`src/rtl/clkdiv_sched.sv`:
```
// Run/stop controller for a programmable divided clock: configurable half-period,
// optional burst length, clean stop at the end of a high phase, tick/done strobes.
module clkdiv_sched #(
  parameter int          CNT_W        = 32,
  parameter int          BURST_W      = 16,
  parameter int unsigned DEFAULT_HALF = 6250000
) (
  input  logic               iclk,
  input  logic               reset,
  input  logic               cfg_valid,
  input  logic [CNT_W-1:0]   cfg_half,
  input  logic [BURST_W-1:0] cfg_burst,
  output logic               cfg_ready,
  input  logic               start,
  input  logic               stop,
  output logic               oclk,
  output logic               tick,
  output logic               done,
  output logic               busy,
  output logic [1:0]         o_dbg_state
);

  localparam logic [1:0] S_IDLE     = 2'd0;
  localparam logic [1:0] S_RUN      = 2'd1;
  localparam logic [1:0] S_STOPPING = 2'd2;

  localparam logic [CNT_W-1:0]   ONE_C    = CNT_W'(1);
  localparam logic [BURST_W-1:0] ONE_B    = BURST_W'(1);
  localparam logic [CNT_W-1:0]   DEF_HALF = (DEFAULT_HALF == 0) ? ONE_C : CNT_W'(DEFAULT_HALF);

  logic [1:0]         r_state;
  logic [CNT_W-1:0]   r_count;
  logic               r_oclk;
  logic               r_tick;
  logic               r_done;
  logic [BURST_W-1:0] r_pcnt;
  logic [CNT_W-1:0]   r_half;
  logic [BURST_W-1:0] r_burst;

  logic               w_wrap;
  logic               w_fall;
  logic [BURST_W-1:0] w_pcnt_next;
  logic               w_complete;
  logic               w_run;

  assign w_wrap      = (r_count == (r_half - ONE_C));
  assign w_fall      = w_wrap && r_oclk;
  assign w_pcnt_next = r_pcnt + ONE_B;
  assign w_complete  = w_fall && (r_burst != '0) && (w_pcnt_next == r_burst);
  assign w_run       = (r_state == S_RUN);

  // Config handshake: a write is accepted on any edge where cfg_valid && cfg_ready;
  // cfg_ready is high only in IDLE, and writes while busy are dropped, not queued.
  assign cfg_ready   = (r_state == S_IDLE);
  assign busy        = (r_state != S_IDLE);
  assign oclk        = r_oclk;
  assign tick        = r_tick;
  assign done        = r_done;
  assign o_dbg_state = r_state;

  always_ff @(posedge iclk) begin
    if (reset) begin
      r_state <= S_IDLE;
      r_count <= '0;
      r_oclk  <= 1'b0;
      r_tick  <= 1'b0;
      r_done  <= 1'b0;
      r_pcnt  <= '0;
      r_half  <= DEF_HALF;
      r_burst <= '0;
    end else begin
      r_tick <= 1'b0;
      r_done <= 1'b0;
      case (r_state)
        S_IDLE: begin
          r_oclk <= 1'b0;
          if (cfg_valid) begin
            r_half  <= (cfg_half == '0) ? ONE_C : cfg_half;
            r_burst <= cfg_burst;
          end
          if (start) begin
            r_state <= S_RUN;
            r_count <= '0;
            r_pcnt  <= '0;
          end
        end
        S_RUN, S_STOPPING: begin
          if (w_run && stop && !r_oclk) begin
            // Low phase: stop is immediate, and it suppresses a rising toggle due now.
            r_state <= S_IDLE;
            r_count <= '0;
          end else begin
            r_count <= w_wrap ? '0 : (r_count + ONE_C);
            if (w_wrap) begin
              r_oclk <= ~r_oclk;
              r_tick <= 1'b1;
            end
            if (w_fall) begin
              r_pcnt <= w_pcnt_next;
              if (w_complete) begin
                r_state <= S_IDLE;
                r_done  <= 1'b1;
              end else if (!w_run || stop) begin
                r_state <= S_IDLE;
              end
            end else if (w_run && stop) begin
              r_state <= S_STOPPING;
            end
          end
        end
        default: begin
          r_state <= S_IDLE;
          r_count <= '0;
          r_oclk  <= 1'b0;
        end
      endcase
    end
  end

endmodule

```
`config.mk`:
```
export PLATFORM = sky130hd
export DESIGN_NAME = clkdiv_sched
export DESIGN_NICKNAME = d
export VERILOG_FILES = /design/src/rtl/clkdiv_sched.sv
export SDC_FILE = /design/constraint.sdc
export NUM_CORES = 1
export LEC_CHECK = 0
export ABC_CLOCK_PERIOD_IN_PS = 9950
export CORE_MARGIN = 2
export CORE_UTILIZATION = 45
export CTS_CLUSTER_DIAMETER = 30
export DETAILED_ROUTE_END_ITERATION = 16
export GPL_ROUTABILITY_DRIVEN = 0
export HOLD_SLACK_MARGIN = 0.08
export PLACE_DENSITY = 0.61
export SYNTH_ARGS = -nofsm -noshare
export SYNTH_HDL_FRONTEND = slang
export SYNTH_SLANG_ARGS = --single-unit
export TNS_END_PERCENT = 20
```
`constraint.sdc`:
```
create_clock -name iclk -period 9.95 [get_ports iclk]
set_input_delay 2.4875 -clock iclk [delete_from_list [all_inputs] [get_ports iclk]]
set_output_delay 2.4875 -clock iclk [all_outputs]
set_load 0.03 [all_outputs]
```
=== Word level (Yosys, flattened, before mapping) ===
Index checks and enable logic that the tools add are counted.

* Flip-flop bits (word level): 101
* Input bits: 53
* Logic and storage cells: 63
* Output and inout port bits: 7

* Add/sub/neg operators: 3
* Equality and inequality tests: 9
* Reductions and logical operators: 21
* Bitwise logic cells: 4
* Multiplexer cells: 18

{| class="wikitable"
|+ Operators by type and width
! operator !! count
|-
| $mux W32 || 4
|-
| $pmux W32 S2 || 1
|-
| $mux W16 || 3
|-
| $add A32 B1 Y32 const B || 1
|-
| $eq A32 B32 Y1 || 1
|-
| $logic_not A32 Y1 || 1
|-
| $pmux W16 S2 || 1
|-
| $sub A32 B1 Y32 const B || 1
|-
| $add A16 B1 Y16 const B || 1
|-
| $eq A16 B16 Y1 || 1
|-
| $reduce_bool A16 Y1 || 1
|-
| $mux W2 || 6
|-
| $logic_and A1 B1 Y1 || 5
|-
| $ne A5 B5 Y1 const B || 1
|-
| $ne A2 B2 Y1 const B || 2
|-
| $ne A4 B4 Y1 const B || 1
|-
| $not A1 Y1 || 4
|-
| $pmux W2 S2 || 1
|-
| $reduce_and A2 Y1 || 2
|-
| $reduce_and A4 Y1 || 1
|-
| $reduce_bool A2 Y1 || 2
|-
| $reduce_or A2 Y1 || 2
|-
| $reduce_or A4 Y1 || 1
|-
| $reduce_and A3 Y1 || 1
|-
| 8 further kinds || 10
|}

=== Longest topological paths before layout ===
* Depth after elaboration: 9
* Mapped depth: 12
* Depth with buffers taken out: 11

=== Worst setup path after synthesis ===
No wires, ideal clock.

* Kind: in2reg
* Start: in reset
* End: reg r_count[30]
* Stages: 5
* Setup slack: 6045 ps
* Required time: 9849 ps
* Setup time: 101 ps
* Path buffers: 1
* Data arrival time: 3804 ps
* Path through: nor2_1 o21ai_0 or3_1 buf_2 o41ai_1

{| class="wikitable"
|+ RTL lines
! item !! RTL line !! text
|-
| start: declaration || 9 || <nowiki>input logic reset,</nowiki>
|-
| end signal: assignment || 93 || <nowiki>r_count <= w_wrap ? '0 : (r_count + ONE_C);</nowiki>
|-
| end: declaration || 32 || <nowiki>logic [CNT_W-1:0] r_count;</nowiki>
|}

==> reports/metrics.cfg <==
[pwr]
ir_worst_vdd_v=0.000108
finalPower_uw=1350
cellLeakagePower_uw=0.00250
power.density_nw_per_um2=190

[worst_setup_path]
crit_type=primary input to flop
cpPeakStageDelay_ns=0.76
slowest_stage=a31oi_1
path_max_fanout=48
cpMostUsedCell=o21ai_0
cp_top_family=compound AO/OA/AOI/OAI gates
cp.buffers_inverters=2
cp_cell_sequence=buf_2 -> inv_1 -> nand2_1 -> a31oi_1 -> o21ai_0 -> nor2_1 -> o21ai_0 -> o41ai_1
worst-path-stages=8
worstPathArrival_ns=5.12
endpoint_kind=flop
worst-r2r-cell-count=9
critPathLaunchType=primary input
required_ns=10.21

[timing]
fmax_mhz=206
setup_viol=0
fin_skew_ns=0.0107
worstMarginPinSlew_ns=0.921
min_period_ns=4.86
final.period_utilization=0.488
finalHoldViolations=0
tns_ns=0
rsz0062_at_grt=no
timing.hold.ws_ns=0.488
drv_slew=0
max_slew_margin=0.382

[floorplanning]
pin_count=60
coreArea_um2=13300
row_count=42
die_w_um=121
design.die.area_um2=14600
initial_core_util=0.462
die_y_um=121

[clock_tree]
clock_path_buffers=2
cts_sinks=101
cts_setup_buffers=0
clk_latency_ns=0.35
numCtsBuffers=9
hold_buffers=0
root_buffer=clkbuf_16
tritoncts=done
clkTransAtPathRegs_ns=0.07
ctsResizeCount=0
htree_num_levels=3

[run]
maxCapViolCount=0

[logic_synthesis]
yosys_most_used_dff=dfxtp_1
ys_seq_elements=101
netlist_area_um2=6150
synth.net_count=884
async_flop_share=0
synth_top_area_cell=dfxtp_1
syn_inst=825
syn_avg_cell_area_um2=7.45
synth.distinct_cells=59
ys_seq_area_frac=0.329
yosysTopAreaCellShare=0.329
synth_edf_count=0
ys_warn_count=0
yosys-top-cells-area=dfxtp_1, nand2_1, xnor2_1

[drt]
drtIter0Drc=583
wl_um=18300
num_vias=6161
first_pass_iters=6
drc=0
ant_nets=0
post_drt_wl_per_cell_um=17.6
via_per_inst=5.92

[cells_and_area]
final_cell_mix=nand2_1, dfxtp_1, nor2_1
antenna_cells=0
area.growth.synth_to_final_pct=15.9
finalNonFillerCells=1041
nets=919
fillers=1318
design_area_um2=7130
layout_commonest_cell=nand2_1
drive_above_1_share=0.0335

[hold_path]
hp-class=flop to flop
hold-path-cell-count=2

[global_routing]
grt_pass1_vias=5668
grt_start_max_net_pins=49
grt_overflow_total=0
antenna_found_initial=0
grtUsageTotal=0.258
grt_pass1_wl_um=29700

[place]
io_buffers=59
placed_area_um2=6830
place_inst=1025
dp_hpwl_um=14100

[run_status]
status=completed

-- worst paths after layout --
path	slack, ns	start	endpoint
setup / recovery	5.09	reset	r_count[30]
hold / removal	0.49	r_burst[2]	r_burst[2]
setup reg to reg	5.71	r_half[16]	r_pcnt[15]
hold reg to reg	0.49	r_burst[2]	r_burst[2]
-- metal layers --
metal  share of wire  track usage  vias up
met3           0.067       0.0461       27
met5               0            0        -
met2            0.44        0.396      227
li1                -            -     3017
met4           0.020       0.0698        0
met1            0.47        0.371     2890
-- area by class of cell --
cell class	count	area, um^2	area share
Inverter	16	60.1	0.00843
Timing Repair Buffer	64	623	0.0874
Tap cell	176	220	0.0309
Clock inverter	5	60.1	0.00843
Multi-Input combinational cell	668	3910	0.548
Sequential cell	101	2020	0.284
Clock buffer	11	233	0.0327
-- kinds of logic after synthesis --
group,after synthesis,synth area share
AO/OA/AOI/OAI,145,0.152
adder cells (fa/ha/maj),7,0.0138
XOR/XNOR,91,0.130
AND/OR/NAND/NOR,419,0.330
buffers and inverters,56,0.0352
flip-flops,101,0.329
multiplexers,6,0.00977
-- sequential cells by signal, summed over array words and instances (netlist names) --
signal / flops
r_count: 32
r_half: 32
r_burst: 16
r_pcnt: 16
o_dbg_state: 2
done: 1
oclk: 1
tick: 1
-- tightest hold or removal path, delay by kind of cell (launching register included) --
family	cells	cell delay [ns]
AO/OA/AOI/OAI	1	0.06
AND/OR/NAND/NOR	1	0.06
flip-flops	1	0.33
-- synthesized netlist by cell type (5+ instances only) --
| master | instances |
|---|---|
| o21ai_0 | 28 |
| nand2_1 | 157 |
| clkbuf_1 | 31 |
| o211ai_1 | 7 |
| nor2_1 | 66 |
| mux2i_1 | 6 |
| nand3_1 | 38 |
| dfxtp_1 | 101 |
| xor2_1 | 45 |
| or4_1 | 7 |
| nor2b_1 | 6 |
| xnor2_1 | 46 |
| o31ai_1 | 15 |
| nor4_1 | 28 |
| or3_1 | 10 |
| ha_1 | 6 |
| nor3_1 | 31 |
| nand4_1 | 32 |
| inv_1 | 16 |
| and2_1 | 10 |
| a211oi_1 | 6 |
| a21oi_1 | 47 |
| buf_2 | 5 |
| a31oi_1 | 8 |
| and3_1 | 14 |
-- where the power goes --
group	internal (uW)	switching, uW	leakage, uW	total [uW]
combinational	179	302	0.00154	481
clock	196	159	0.000140	355
sequential	448	70.7	0.000823	519
total	823	531	0.00250	1350
-- per-stage QoR --
stage               setup slack (ns)  utilization
floorplan                       6.04            -
global placement                4.82        0.514
detailed placement              4.76        0.514
CTS                             5.12        0.536
global route                    4.85        0.536
finish                          5.09        0.536
Note: power is estimated with default switching activity, not from simulation.
